===== src/rtl/mem_port_arbiter_if.sv =====
// Bus bundle between the CPU requesters, the arbiter and the unified memory port.
//   slave  : arbiter view. It takes the fetch/data requests and the memory
//            responses, and drives grants, valids, read data, the memory
//            request fields and status.
//   master : requester/memory-model view, the mirror image of slave.
// Signals:
//   if_*  fetch requester (req/addr in, gnt/valid/rdata out)
//   d_*   load/store requester (req/we/addr/wdata/be in, gnt/valid/rdata out)
//   mem_* memory port (req/we/addr/wdata/be out, ready/rvalid/rdata in)
//   busy, err_stray  status outputs
interface mem_port_arbiter_if #(
  parameter int unsigned DATA_WIDTH = 32,
  parameter int unsigned ADDR_WIDTH = 32
);
  logic                    if_req;
  logic [ADDR_WIDTH-1:0]   if_addr;
  logic                    if_gnt;
  logic                    if_valid;
  logic [DATA_WIDTH-1:0]   if_rdata;

  logic                    d_req;
  logic                    d_we;
  logic [ADDR_WIDTH-1:0]   d_addr;
  logic [DATA_WIDTH-1:0]   d_wdata;
  logic [DATA_WIDTH/8-1:0] d_be;
  logic                    d_gnt;
  logic                    d_valid;
  logic [DATA_WIDTH-1:0]   d_rdata;

  logic                    mem_req;
  logic                    mem_we;
  logic [ADDR_WIDTH-1:0]   mem_addr;
  logic [DATA_WIDTH-1:0]   mem_wdata;
  logic [DATA_WIDTH/8-1:0] mem_be;
  logic                    mem_ready;
  logic                    mem_rvalid;
  logic [DATA_WIDTH-1:0]   mem_rdata;

  logic                    busy;
  logic                    err_stray;

  modport slave (
    input  if_req, if_addr,
    input  d_req, d_we, d_addr, d_wdata, d_be,
    input  mem_ready, mem_rvalid, mem_rdata,
    output if_gnt, if_valid, if_rdata,
    output d_gnt, d_valid, d_rdata,
    output mem_req, mem_we, mem_addr, mem_wdata, mem_be,
    output busy, err_stray
  );

  modport master (
    output if_req, if_addr,
    output d_req, d_we, d_addr, d_wdata, d_be,
    output mem_ready, mem_rvalid, mem_rdata,
    input  if_gnt, if_valid, if_rdata,
    input  d_gnt, d_valid, d_rdata,
    input  mem_req, mem_we, mem_addr, mem_wdata, mem_be,
    input  busy, err_stray
  );
endinterface


===== src/rtl/mem_port_arbiter.sv =====
// Shares the single memory port between instruction fetch and load/store.
// One transaction may be outstanding at a time. Data wins ties, except that
// after STARVE_LIMIT consecutive data grants made while fetch was waiting,
// fetch is forced through.
// Ports:
//   clk  rising-edge clock
//   rst  asynchronous active-high reset
//   bus  mem_port_arbiter_if.slave: requester ports, memory port, busy and
//        err_stray (sticky: a memory response arrived with nothing outstanding)
module mem_port_arbiter #(
  parameter int unsigned STARVE_LIMIT = 4
) (
  input logic                clk,
  input logic                rst,
  mem_port_arbiter_if.slave  bus
);

  localparam logic [3:0] Limit = 4'(STARVE_LIMIT);

  typedef enum logic [1:0] {
    StIdle,
    StWaitIf,
    StWaitD
  } state_e;

  state_e     state_q, state_d;
  logic [3:0] starve_q, starve_d;
  logic       err_q, err_d;
  logic       pick_d;
  logic       pick_if;

  always_ff @(posedge clk or posedge rst) begin
    if (rst) begin
      state_q  <= StIdle;
      starve_q <= 4'd0;
      err_q    <= 1'b0;
    end else begin
      state_q  <= state_d;
      starve_q <= starve_d;
      err_q    <= err_d;
    end
  end

  always_comb begin
    state_d       = state_q;
    starve_d      = starve_q;
    bus.if_gnt    = 1'b0;
    bus.if_valid  = 1'b0;
    bus.d_gnt     = 1'b0;
    bus.d_valid   = 1'b0;
    bus.mem_req   = 1'b0;
    bus.mem_we    = 1'b0;
    bus.mem_addr  = '0;
    bus.mem_wdata = '0;
    bus.mem_be    = '0;

    // Data has priority unless fetch has been passed over STARVE_LIMIT times.
    pick_d  = bus.d_req && !(bus.if_req && (starve_q == Limit));
    pick_if = bus.if_req && !pick_d;

    unique case (state_q)
      StIdle: begin
        // Requests are held off while reset is asserted so every output is quiet.
        if (!rst) begin
          if (pick_d) begin
            bus.mem_req   = 1'b1;
            bus.mem_we    = bus.d_we;
            bus.mem_addr  = bus.d_addr;
            bus.mem_wdata = bus.d_wdata;
            bus.mem_be    = bus.d_be;
            if (bus.mem_ready) begin
              bus.d_gnt = 1'b1;
              state_d   = StWaitD;
              // Only count data wins that actually made fetch wait.
              if (bus.if_req) begin
                starve_d = (starve_q == Limit) ? Limit : starve_q + 4'd1;
              end else begin
                starve_d = 4'd0;
              end
            end
          end else if (pick_if) begin
            bus.mem_req  = 1'b1;
            bus.mem_addr = bus.if_addr;
            bus.mem_be   = '1;
            if (bus.mem_ready) begin
              bus.if_gnt = 1'b1;
              state_d    = StWaitIf;
              starve_d   = 4'd0;
            end
          end
        end
      end
      StWaitIf: begin
        if (bus.mem_rvalid) begin
          bus.if_valid = 1'b1;
          state_d      = StIdle;
        end
      end
      StWaitD: begin
        if (bus.mem_rvalid) begin
          bus.d_valid = 1'b1;
          state_d     = StIdle;
        end
      end
      default: state_d = StIdle;
    endcase
  end

  // A response with nothing outstanding (e.g. one dropped by reset) is flagged.
  assign err_d = err_q | ((state_q == StIdle) && bus.mem_rvalid);

  assign bus.if_rdata  = bus.mem_rdata;
  assign bus.d_rdata   = bus.mem_rdata;
  assign bus.busy      = (state_q != StIdle);
  assign bus.err_stray = err_q;

endmodule


===== src/flat_wrapper.sv =====
// flat-port wrapper written by rule: the top's interface ports become plain ports
module mem_port_arbiter_flat 
#(
  parameter int unsigned STARVE_LIMIT = 4
)
  (clk, rst, bus_if_req, bus_if_addr, bus_d_req, bus_d_we, bus_d_addr, bus_d_wdata, bus_d_be, bus_mem_ready, bus_mem_rvalid, bus_mem_rdata, bus_if_gnt, bus_if_valid, bus_if_rdata, bus_d_gnt, bus_d_valid, bus_d_rdata, bus_mem_req, bus_mem_we, bus_mem_addr, bus_mem_wdata, bus_mem_be, bus_busy, bus_err_stray);
  mem_port_arbiter_if #(.DATA_WIDTH((32)), .ADDR_WIDTH((32))) bus_i ();
  input logic clk;
  input logic rst;
  input wire logic [$bits(bus_i.if_req)-1:0] bus_if_req;
  input wire logic [$bits(bus_i.if_addr)-1:0] bus_if_addr;
  input wire logic [$bits(bus_i.d_req)-1:0] bus_d_req;
  input wire logic [$bits(bus_i.d_we)-1:0] bus_d_we;
  input wire logic [$bits(bus_i.d_addr)-1:0] bus_d_addr;
  input wire logic [$bits(bus_i.d_wdata)-1:0] bus_d_wdata;
  input wire logic [$bits(bus_i.d_be)-1:0] bus_d_be;
  input wire logic [$bits(bus_i.mem_ready)-1:0] bus_mem_ready;
  input wire logic [$bits(bus_i.mem_rvalid)-1:0] bus_mem_rvalid;
  input wire logic [$bits(bus_i.mem_rdata)-1:0] bus_mem_rdata;
  output wire logic [$bits(bus_i.if_gnt)-1:0] bus_if_gnt;
  output wire logic [$bits(bus_i.if_valid)-1:0] bus_if_valid;
  output wire logic [$bits(bus_i.if_rdata)-1:0] bus_if_rdata;
  output wire logic [$bits(bus_i.d_gnt)-1:0] bus_d_gnt;
  output wire logic [$bits(bus_i.d_valid)-1:0] bus_d_valid;
  output wire logic [$bits(bus_i.d_rdata)-1:0] bus_d_rdata;
  output wire logic [$bits(bus_i.mem_req)-1:0] bus_mem_req;
  output wire logic [$bits(bus_i.mem_we)-1:0] bus_mem_we;
  output wire logic [$bits(bus_i.mem_addr)-1:0] bus_mem_addr;
  output wire logic [$bits(bus_i.mem_wdata)-1:0] bus_mem_wdata;
  output wire logic [$bits(bus_i.mem_be)-1:0] bus_mem_be;
  output wire logic [$bits(bus_i.busy)-1:0] bus_busy;
  output wire logic [$bits(bus_i.err_stray)-1:0] bus_err_stray;
  assign bus_i.if_req = bus_if_req;
  assign bus_i.if_addr = bus_if_addr;
  assign bus_i.d_req = bus_d_req;
  assign bus_i.d_we = bus_d_we;
  assign bus_i.d_addr = bus_d_addr;
  assign bus_i.d_wdata = bus_d_wdata;
  assign bus_i.d_be = bus_d_be;
  assign bus_i.mem_ready = bus_mem_ready;
  assign bus_i.mem_rvalid = bus_mem_rvalid;
  assign bus_i.mem_rdata = bus_mem_rdata;
  assign bus_if_gnt = bus_i.if_gnt;
  assign bus_if_valid = bus_i.if_valid;
  assign bus_if_rdata = bus_i.if_rdata;
  assign bus_d_gnt = bus_i.d_gnt;
  assign bus_d_valid = bus_i.d_valid;
  assign bus_d_rdata = bus_i.d_rdata;
  assign bus_mem_req = bus_i.mem_req;
  assign bus_mem_we = bus_i.mem_we;
  assign bus_mem_addr = bus_i.mem_addr;
  assign bus_mem_wdata = bus_i.mem_wdata;
  assign bus_mem_be = bus_i.mem_be;
  assign bus_busy = bus_i.busy;
  assign bus_err_stray = bus_i.err_stray;
  mem_port_arbiter #(.STARVE_LIMIT(STARVE_LIMIT)) u_core (.clk(clk), .rst(rst), .bus(bus_i));
endmodule

===== config.mk =====
export PLATFORM = sky130hd
export DESIGN_NAME = mem_port_arbiter_flat
export DESIGN_NICKNAME = d
export VERILOG_FILES = /design/src/rtl/mem_port_arbiter_if.sv /design/src/rtl/mem_port_arbiter.sv /design/src/flat_wrapper.sv
export SDC_FILE = /design/constraint.sdc
export NUM_CORES = 1
export LEC_CHECK = 0
export BUFFER_PORTS_ARGS = -buffer_cell sky130_fd_sc_hd__buf_2
export CAP_MARGIN = 20
export CORE_AREA = 2 2 107 109
export CTS_CLUSTER_DIAMETER = 120
export CTS_CLUSTER_SIZE = 14
export DETAILED_ROUTE_END_ITERATION = 12
export DIE_AREA = 0 0 109 111
export GPL_ROUTABILITY_DRIVEN = 0
export REMOVE_ABC_BUFFERS = 1
export SKIP_CTS_REPAIR_TIMING = 1
export SYNTH_ARGS = -nofsm -noshare
export SYNTH_HDL_FRONTEND = slang
export SYNTH_SLANG_ARGS = --single-unit

===== constraint.sdc =====
create_clock -name clk -period 3.7 [get_ports clk]
set_clock_uncertainty 0.2 [all_clocks]
set_input_delay 0.74 -clock clk [delete_from_list [all_inputs] [get_ports clk]]
set_output_delay 0.74 -clock clk [all_outputs]
set_load 0.005 [all_outputs]

==> flow_metrics.py <==
metrics = {
    "floorplanning": {
        "fp.dieArea_sq_um": 12100,
        "dieHeight_microns": 111,
        "ios": 279,
        "num_rows": 39,
        "core_sq_um": 11100,
        "start_util_pct": 15.6,
        "die_w_microns": 109,
    },
    "power_and_ir_drop": {
        "swShare_pct": 42.8,
        "internal_power_uw": 480,
        "vdd_drop_max_mv": 0.139,
        "power_density_nw_per_um2": 353,
        "p_leak_uw": 0.00145,
        "seqPwrFrac_pct": 14.7,
        "power.switching_uw": 359,
        "power_uw": 839,
        "clkPwrFrac_pct": 21.9,
        "power.share.combinational_pct": 63.4,
    },
    "yosys": {
        "synth.top_cells.by_area": "buf_4 28%, and3_1 12%, a21oi_1 11%, dfrtp_1 10%, nand3_1 9.8%",
        "synth_top_area_share_pct": 27.8,
        "seq_area_frac_synth_pct": 10.1,
        "ys.flop_type": "dfrtp_1",
        "synth-seq-cells": 7,
        "post_synth_num_cell_types": 27,
        "syn-instance-count": 275,
        "yosysWarnings": 0,
        "syn_area_sq_um": 1730,
        "synth_edf_count": 0,
        "syn_avg_cell_area_sq_um": 6.29,
        "yosys.area.top_type": "buf_4",
        "async_reset_ff_share_pct": 100,
    },
    "clocking": {
        "clk_path_buf_depth": 2,
        "clk_latency_ns": 0.23,
        "path_clk_slew_ns": 0.04,
        "root_buffer": "clkbuf_16",
        "cts.htree.levels": 1,
        "numCtsBuffers": 3,
        "cts.sinks": 7,
        "cts_tree": "done",
    },
    "placement": {
        "hpwl_microns": 6860,
        "port-buffer-count": 182,
    },
    "sta": {
        "rsz0062_at_grt": "false",
        "finalHoldViolations": 0,
        "fin_crit_sh_pct": 81.4,
        "setup_violations": 0,
        "maxSlewHeadroom_pct": 73.8,
        "maxSlewViolCount": 0,
        "fmax_ghz": 0.332,
        "tightest_slew_ns": 0.394,
        "period_minus_slack_ns": 3.01,
        "setup_tns_ns": 0,
    },
    "detailed_routing": {
        "postRouteAntennaNets": 0,
        "drt-total-wl_microns": 8670,
        "drtIter0Drc": 153,
        "drc": 0,
        "wl_per_cell_microns": 16.5,
        "dr.pass1.iters": 4,
        "vias": 2298,
        "detail_route.vias_per_cell": 4.39,
    },
    "finish": {
        "layout_common_cells": "182 x buf_2, 42 x nand2_1, 37 x a21oi_1",
        "area_growth_pct": 37.5,
        "utilization_pct": 21.5,
        "final_common_cell": "buf_2",
        "nets": 526,
        "diodes": 0,
        "drive_above_1_share_pct": 50.9,
    },
    "grt": {
        "overflow": 0,
        "grt_max_degree": 39,
        "antenna_found_initial": 0,
        "first_global_vias": 1980,
        "track_usage_pct": 12.8,
        "grt_pass1_wl_microns": 11500,
    },
    "worst_setup_path": {
        "startpoint_type": "flop",
        "crit_arrival_ns": 2.07,
        "cp_max_fo": 27,
        "critPathCaptureType": "output pin",
        "critPathKind": "flop to output pin",
        "cp.required_ns": 2.76,
        "worstRegToRegCells": 7,
    },
    "job": {
        "maxCapViolations": 0,
    },
    "min_path": {
        "hold_depth": 1,
        "hp-class": "flop to flop",
    },
    "outcome": {
        "status": "finished clean",
    },
}
## critical path, stage by stage (launching register included)
cell      delay (ns)
dfrtp_1         0.41
inv_1           0.06
ha_1            0.22
nand4b_1        0.11
and2_2          0.27
buf_4           0.33
nand2_1         0.13
a21oi_1         0.17
buf_2           0.13
## area by class of cell
cell class,instances,area [sq um]
repair buffers,188,968
inverters,6,22.5
flip-flops and latches,7,175
well taps,143,179
multi-input cells,176,955
clock buffers,4,78.8
fillers,1254,8700
## cell families after synthesis
group / after synthesis / synth area share [%]
AOI/OAI and AO/OA: 45 / 14.0
buffers and inverters: 92 / 34.9
DFF: 7 / 10.1
muxes: 1 / 0.578
and+or+nand+nor: 125 / 36.7
adders and majority gates: 5 / 3.62
## through the flow
| stage | std cells | instance area, sq um | hold slack [ns] | setup WS [ns] |
|---|---|---|---|---|
| floorplan | 189 | 1150 | 0.251 | 0.492 |
| global placement | 520 | 2300 | 0.252 | 0.764 |
| detailed placement | 520 | 2300 | 0.248 | 0.749 |
| CTS | 524 | 2380 | 0.255 | 0.653 |
| global route | 524 | 2380 | 0.288 | 0.528 |
| finish | 524 | 2380 | 0.253 | 0.688 |
## power groups by stage
stage               combinational, uW  clock (uW)  sequential (uW)
floorplan                         270           0              117
global placement                  537           0              123
detailed placement                539           0              123
CTS                               541         186              122
global route                      601         188              128
finish                            532         184              123
## cell usage after synthesis (all sizes together), types with 3 or more instances
cell	number
o21ai	3
nor2	3
clkbuf	12
nand3	34
a21oi	37
nand2	42
and2	3
dfrtp	7
inv	6
and3	34
ha	5
buf	74
## final timing paths
kind	slack [ns]	endpoint	startpoint
setup / recovery	0.69	bus_mem_be[0]	u_core.starve_q[0]
hold / removal	0.25	u_core.bus.err_stray	u_core.bus.err_stray
setup reg to reg	1.59	u_core.starve_q[1]	u_core.starve_q[0]
hold reg to reg	0.25	u_core.bus.err_stray	u_core.bus.err_stray
max in group asynchronous	2.79	u_core.starve_q[1]	rst
min in group asynchronous	0.28	u_core.starve_q[3]	rst
## state kept, by name, indices dropped and copies added, names as in the netlist
signal,flops
u_core.bus.err_stray,1
u_core.starve_q,4
u_core.state_q,2
## per-layer routing
metal / track usage, % / part of all wire (%)
met1: 15.6 / 40
met2: 17.5 / 39
met5: 7.59 / 0.52
met4: 2.48 / 0.68
met3: 9.35 / 20
(Power assumes the default switching activity.)
